**src/rtl/dm_arbiter.sv**
```systemverilog
// -----------------------------------------------------------------------------
// dm_arbiter
// Two-port round-robin sequencer for the single-port data memory. Port A (CPU
// load/store) and port B (debug/DMA loader) each issue word requests. One
// request is granted at a time. The granted request drives the memory for
// exactly one ACCESS cycle. The read word is captured and returned with an ack.
//
// Optional build macro: ARB_STATS_EN
//   When defined, the outputs a_cnt, b_cnt and conflict_cnt (16 bit each) are
//   added. These are saturating grant and conflict counters.
//
// Ports
//   clk, reset            clock; synchronous active-high reset
//   x_req/x_we/x_addr     request, store flag and byte address (x in {a,b})
//   x_wdata/x_pc          store data; PC that is forwarded to wPc
//   x_gnt                 1-cycle pulse during the ACCESS cycle of port x
//   x_ack                 1-cycle pulse in the cycle after ACCESS
//   x_rdata/x_err         load data and the illegal-access flag; held until the next ack
//   memAdr/memWrite       address and write strobe to mem
//   wdata/wPc             write data and PC to mem
//   memOut                combinational read of memAdr from mem
//   busy                  high while in ACCESS
// -----------------------------------------------------------------------------
module dm_arbiter #(
    parameter int unsigned       DATA_W  = 32,
    parameter logic [DATA_W-1:0] ADDR_LO = 32'h0000_0000,
    parameter logic [DATA_W-1:0] ADDR_HI = 32'h0000_2FFF
) (
    input  logic              clk,
    input  logic              reset,

    input  logic              a_req,
    input  logic              a_we,
    input  logic [DATA_W-1:0] a_addr,
    input  logic [DATA_W-1:0] a_wdata,
    input  logic [DATA_W-1:0] a_pc,
    output logic              a_gnt,
    output logic              a_ack,
    output logic [DATA_W-1:0] a_rdata,
    output logic              a_err,

    input  logic              b_req,
    input  logic              b_we,
    input  logic [DATA_W-1:0] b_addr,
    input  logic [DATA_W-1:0] b_wdata,
    input  logic [DATA_W-1:0] b_pc,
    output logic              b_gnt,
    output logic              b_ack,
    output logic [DATA_W-1:0] b_rdata,
    output logic              b_err,

    output logic [DATA_W-1:0] memAdr,
    output logic              memWrite,
    output logic [DATA_W-1:0] wdata,
    output logic [DATA_W-1:0] wPc,
    input  logic [DATA_W-1:0] memOut,

    output logic              busy
`ifdef ARB_STATS_EN
    ,
    output logic [15:0]       a_cnt,
    output logic [15:0]       b_cnt,
    output logic [15:0]       conflict_cnt
`endif
);

    typedef enum logic [0:0] {
        IDLE   = 1'b0,
        ACCESS = 1'b1
    } state_t;

    state_t            state;
    state_t            stateNext;

    // ptrB: 1 = pointer on B, so A wins the next tie.
    logic              ptrB;
    logic              grantB;
    logic              latWe;
    logic [DATA_W-1:0] latAddr;
    logic [DATA_W-1:0] latWdata;
    logic [DATA_W-1:0] latPc;

    logic              anyReq;
    logic              bothReq;
    logic              pickB;
    logic              arbitrate;
    logic              addrLegal;
    logic [DATA_W-1:0] addrOffset;
    logic [DATA_W-1:0] loadData;

    assign anyReq    = a_req | b_req;
    assign bothReq   = a_req & b_req;
    // A single requester always wins; on a tie the port not pointed to wins.
    assign pickB     = b_req & (~a_req | ~ptrB);
    assign arbitrate = (state == IDLE) & anyReq;

    // Unsigned range check with one compare: offsets below ADDR_LO wrap to large values.
    assign addrOffset = latAddr - ADDR_LO;
    assign addrLegal  = (latAddr[1:0] == 2'b00) && (addrOffset <= (ADDR_HI - ADDR_LO));
    assign loadData   = (latWe || !addrLegal) ? '0 : memOut;

    // State register
    always_ff @(posedge clk) begin
        if (reset) begin
            state <= IDLE;
        end else begin
            state <= stateNext;
        end
    end

    // Next-state logic
    always_comb begin
        stateNext = state;
        case (state)
            IDLE:    if (anyReq) stateNext = ACCESS;
            ACCESS:  stateNext = IDLE;
            default: stateNext = IDLE;
        endcase
    end

    // Memory-side outputs are driven only during the single ACCESS cycle.
    always_comb begin
        a_gnt    = 1'b0;
        b_gnt    = 1'b0;
        memAdr   = '0;
        memWrite = 1'b0;
        wdata    = '0;
        wPc      = '0;
        busy     = 1'b0;
        if (state == ACCESS) begin
            busy     = 1'b1;
            a_gnt    = ~grantB;
            b_gnt    = grantB;
            memAdr   = latAddr;
            memWrite = latWe & addrLegal;
            wdata    = latWdata;
            wPc      = latPc;
        end
    end

    // Request latch and round-robin pointer
    always_ff @(posedge clk) begin
        if (reset) begin
            ptrB     <= 1'b1;
            grantB   <= 1'b0;
            latWe    <= 1'b0;
            latAddr  <= '0;
            latWdata <= '0;
            latPc    <= '0;
        end else if (arbitrate) begin
            grantB   <= pickB;
            latWe    <= pickB ? b_we    : a_we;
            latAddr  <= pickB ? b_addr  : a_addr;
            latWdata <= pickB ? b_wdata : a_wdata;
            latPc    <= pickB ? b_pc    : a_pc;
            if (bothReq) begin
                ptrB <= pickB;
            end
        end
    end

    // Completion: ack pulse plus held read data and error flag per port.
    always_ff @(posedge clk) begin
        if (reset) begin
            a_ack   <= 1'b0;
            b_ack   <= 1'b0;
            a_rdata <= '0;
            b_rdata <= '0;
            a_err   <= 1'b0;
            b_err   <= 1'b0;
        end else begin
            a_ack <= 1'b0;
            b_ack <= 1'b0;
            if (state == ACCESS) begin
                if (grantB) begin
                    b_ack   <= 1'b1;
                    b_rdata <= loadData;
                    b_err   <= ~addrLegal;
                end else begin
                    a_ack   <= 1'b1;
                    a_rdata <= loadData;
                    a_err   <= ~addrLegal;
                end
            end
        end
    end

`ifdef ARB_STATS_EN
    localparam logic [15:0] CNT_MAX = 16'hFFFF;

    // Saturating grant and conflict counters
    always_ff @(posedge clk) begin
        if (reset) begin
            a_cnt        <= '0;
            b_cnt        <= '0;
            conflict_cnt <= '0;
        end else if (arbitrate) begin
            if (pickB) begin
                if (b_cnt != CNT_MAX) b_cnt <= b_cnt + 16'd1;
            end else begin
                if (a_cnt != CNT_MAX) a_cnt <= a_cnt + 16'd1;
            end
            if (bothReq && (conflict_cnt != CNT_MAX)) begin
                conflict_cnt <= conflict_cnt + 16'd1;
            end
        end
    end
`endif

endmodule

```
**config.mk**
```make
export PLATFORM = sky130hd
export DESIGN_NAME = dm_arbiter
export DESIGN_NICKNAME = d
export VERILOG_FILES = /design/src/rtl/dm_arbiter.sv
export SDC_FILE = /design/constraint.sdc
export NUM_CORES = 1
export LEC_CHECK = 0
export CORE_MARGIN = 3
export CORE_UTILIZATION = 30
export CTS_CLUSTER_DIAMETER = 200
export DETAILED_ROUTE_END_ITERATION = 10
export GPL_TIMING_DRIVEN = 0
export PLACE_DENSITY = 0.75
export SLEW_MARGIN = 30
export SYNTH_ARGS = -nofsm -noshare
export SYNTH_HDL_FRONTEND = slang
export SYNTH_SLANG_ARGS = --single-unit
```
**constraint.sdc**
```tcl
create_clock -name clk -period 3.46 [get_ports clk]
set_clock_uncertainty 0.05 [all_clocks]
set_input_delay 1.038 -clock clk [delete_from_list [all_inputs] [get_ports clk]]
set_output_delay 1.038 -clock clk [all_outputs]
set_load 0.01 [all_outputs]
```
## After elaboration in Yosys (flattened, before gate mapping)

Index checks and enable logic that the tools add are counted.

| word-level totals | value |
|---|---|
| word-level logic and storage cells | 49 |
| register bits | 168 |

| cells by class | value |
|---|---|
| reduce and logical (&&, ||, !) cells | 8 |
| order comparisons | 1 |
| bitwise logic cells | 11 |
| multiplexer cells | 16 |

Operators with widths:

| operator | count |
|---|---|
| $mux 32 | 7 |
| $le 32x14->1 const B | 1 |
| $mux 1 | 8 |
| $reduce_and 2->1 | 3 |
| $not 1->1 | 5 |
| $and 1x1->1 | 4 |
| $logic_not 2->1 | 1 |
| $or 1x1->1 | 2 |
| $pmux 1 s2 | 1 |
| $reduce_or 2->1 | 1 |
| $logic_and 1x1->1 | 1 |
| $logic_not 1->1 | 1 |
| $logic_or 1x1->1 | 1 |

## Logic depth before layout (Yosys ltp)

| logic depth | value |
|---|---|
| depth in word-level cells | 5 |
| mapped depth | 7 |

## Worst setup path before layout

No wires, ideal clock.

| timing | value |
|---|---|
| path type | register to output |
| start point | register state |
| end point | output memAdr[14] |
| stages on the path, launching flop included | 5 |
| slack | 1.142 ns |
| required time | 2.372 ns |
| data arrival time | 1.230 ns |
| cells stage by stage | dfxtp_1 -> buf_2 -> clkbuf_1 -> clkbuf_1 -> and2_1 |

| between the ends | value |
|---|---|
| longest elaborated chain between the ends | 1 |

RTL lines:

| what | line | text |
|---|---|---|
| start: declaration | 72 | `state_t state;` |
| start signal: assignment | 107 | `state <= stateNext;` |
| $mux 32 | 130 | `if (state == ACCESS) begin` |
| end: declaration | 52 | `output logic [DATA_W-1:0] memAdr,` |

Every way passes these cells.

## Worst setup path in the final report

| timing | value |
|---|---|
| start point | register state |
| end point | output b_gnt |

| between the ends | value |
|---|---|
| longest elaborated chain between the ends | 1 |

RTL lines:

| what | line | text |
|---|---|---|
| $mux 1 | 130 |  |
| end: declaration | 47 | `output logic b_gnt,` |

Every way passes these cells.

==> impl_metrics.yaml <==
outcome:
  run_status: "finished, final reports clean"
setup_path:
  required_ps: 2370
  path_class: "flip-flop to output port"
  cp.arrival_ps: 2200
  r2r-start: "state$_SDFF_PP0_"
  crit_path_start: "state$_SDFF_PP0_"
  r2r-end: "b_rdata[13]$_SDFFE_PP0P_"
  path_cells: "nand2_1 -> clkinv_1 -> clkdlybuf4s50_1"
  cp_num_buf_inv: 2
  max_stage_delay_ps: 650
  worstSetupEndpointType: "output port"
  critical-path-slowest-cell: "clkdlybuf4s50_1"
  path_delay_family: "buffers and inverters"
  r2r_cells: 5
  start_kind: "flip-flop"
  r2r_slack_ps: 1560
  cp_max_fo: 17
detailed_routing:
  viasPerCell: 4.89
  wire_per_inst_um: 18.3
  firstDrtPassIters: 5
  wl_mm: 28.3
  ant_nets: 0
  vias: 7558
  drc: 0
  first_iter_violations: 560
place:
  gp_congestion: 0.840
  placed_cell_area_um2: 11900
  dp_hpwl_mm: 22.6
  dp_slack_ps: -164
  io_buffers: 396
floorplan:
  num_rows: 57
  io_pins: 398
  die_height_um: 165
  die_x_um: 165
  coreArea_um2: 24600
  start_util_pct: 30.8
  die_area_um2: 27200
power:
  p_leak_nw: 4.47
  ir_worst_vdd_mv: 0.247
  p_comb_share_pct: 20.0
  p_int_mw: 3.61
  p_sw_mw: 1.39
  pwr-share-clk_pct: 37.8
  swShare_pct: 27.7
  seqPwrFrac_pct: 42.2
  power_per_cell_area_nw_per_um2: 398
clock_network:
  numCtsBuffers: 17
  cts.htree.levels: 4
  clkLatencyLatePin_ps: 420
  clk_pin_slew_ps: 70
  cts_tree: "done"
  clock-root-buffer: "clkbuf_16"
  cts_buffer_depth: 2
  clock_sink_count: 168
hold_path:
  whs_path_depth: 2
  holdCritStartpoint: "b_rdata[15]$_SDFFE_PP0P_"
  hold_end: "b_rdata[15]$_SDFFE_PP0P_"
  hold_class: "flip-flop to flip-flop"
sta:
  fin_crit_sh_pct: 94.9
  slew-limit-headroom_pct: 61.0
  report.final.slew_viol_count: 0
  report.final.hold_viol_count: 0
  min_period_ps: 3280
  grt_setup_unrepaired: "false"
  setup_ws_ps: 176
  fmax_mhz: 305
  setup_viol: 0
  tightest_slew_ps: 585
finish:
  diodes: 0
  utilization_pct: 51.1
  drive_gt1_share_pct: 6.38
  finalNetCount: 1441
  layout_commonest_cell: "clkdlybuf4s50_1"
  layout_common_cells: "395 x clkdlybuf4s50_1, 167 x dfxtp_1, 97 x mux2i_1, 97 x o2bb2ai_1, 96 x and2_1"
  design_area_um2: 12600
  area_delta_synth_final_pct: 65.7
job:
  drv_cap: 0
grt:
  grt-ovfl-total: 0
  grt_pass1_wl_mm: 41.8
  track_usage_pct: 20.0
  first_global_vias: 7575
  use_met2_pct: 37.1
  antenna_found_initial: 0
  globalRouteMet1Util_pct: 22.7
  grt_max_degree: 18
  use_met3_pct: 4.74
  top_usage_layer: "met2"
synthesis:
  syn-num-nets: 1027
  synth-seq-cells: 168
  yosysWarnings: 0
  async_reset_ff_share_pct: 0
  avgSynthCellArea_um2: 9.51
  syn_area_um2: 7580
  ys_seq_area_share_pct: 44.4
  syn_inst: 797
  synth_edf_count: 0
  ys_types: 26
  synth_ff_type: "dfxtp_1"
==> metrics by stage <==
stage | hold WS [ps] | TNS, ps | cells | power, mW
floorplan | 374 | 0 | 797 | 2.61
global placement | 387 | -1080 | 1517 | 3.13
detailed placement | 389 | -1230 | 1517 | 3.14
CTS | 404 | 0 | 1547 | 5.04
global route | 413 | 0 | 1547 | 5.20
finish | 401 | 0 | 1547 | 5.00
==> tightest hold or removal path, stage by stage, from the launching register on <==
cell	delay [ps]
dfxtp_1	310
nand2_1	50
a21oi_1	50
==> how the worst max path moves through the flow <==
stage	to	slack, ps	cells past startpoint
after floorplan	memAdr[14]	1140	4
after global placement	memAdr[21]	-140	5
after detailed placement	memAdr[24]	-160	5
after CTS	memAdr[24]	70	5
after global routing	memAdr[14]	30	5
final	b_gnt	180	3
==> sequential cells by signal, indices dropped and copies added (netlist names) <==
name      count
ptrB          1
latAddr      32
latWe         1
a_ack         1
latWdata     32
a_rdata      32
latPc        32
b_rdata      32
a_err         1
grantB        1
b_err         1
b_ack         1
state         1
==> cells by family after synthesis <==
logic type,count (synthesis),synth area share [%]
muxes,97,12.8
xor gates and xnor gates,1,0.116
and+or+nand+nor,278,20.6
AOI/OAI and AO/OA,166,15.9
DFF,168,44.4
buffers and inverters,87,6.19
==> repair_timing <==
action | 4_1_cts | 5_1_grt
gates cloned | 0 | 0
gates resized for setup | 12 | 1
buffers inserted | 0 | 0
pin swaps | 1 | 0
hold buffers | 0 | 0
endpoints found under the setup margin | 67 | 2
==> synth_stat cells (2+ instances only) <==
library cell | n | area [µm²]
clkbuf_1 | 44 | 165
a311oi_1 | 2 | 17.5
a21oi_1 | 65 | 325
and2_1 | 96 | 601
nor2b_1 | 32 | 200
nand4_1 | 64 | 400
buf_2 | 21 | 105
clkinv_1 | 2 | 7.51
buf_4 | 5 | 37.5
nor4_1 | 5 | 31.3
dfxtp_1 | 168 | 3360
nand2_1 | 66 | 248
nor2_1 | 6 | 22.5
o2bb2ai_1 | 97 | 850
buf_6 | 13 | 146
mux2i_1 | 97 | 971
inv_1 | 2 | 7.51
nand2b_1 | 3 | 18.8
and3_1 | 2 | 12.5
==> layer usage <==
metal / up-vias / part of all wire (%)
met2: 309 / 52
met3: 23 / 7.1
li1: 3693 / -
met4: 0 / 1.6
met1: 3533 / 39
met5: - / 0
==> layout make-up <==
type                       count  area (µm²)
multi-input combinational    542        3770
tap                          324         405
clock buffer                  18         439
clock inverter                13         136
timing repair buffer         396        3960
fill                        2312       12000
buffer                        82         468
sequential                   168        3360
inverter                       4        15.0
==> power by group through the flow <==
stage                     Clock, mW  Sequential (mW)  Combinational, mW
after floorplan                   0             2.13              0.481
after global placement            0             2.15              0.982
after detailed placement          0             2.15              0.994
after CTS                      1.93             2.11               1.01
after global routing           2.00             2.12               1.08
final                          1.89             2.11              0.998
No activity file was read; power rests on OpenSTA's default activity.
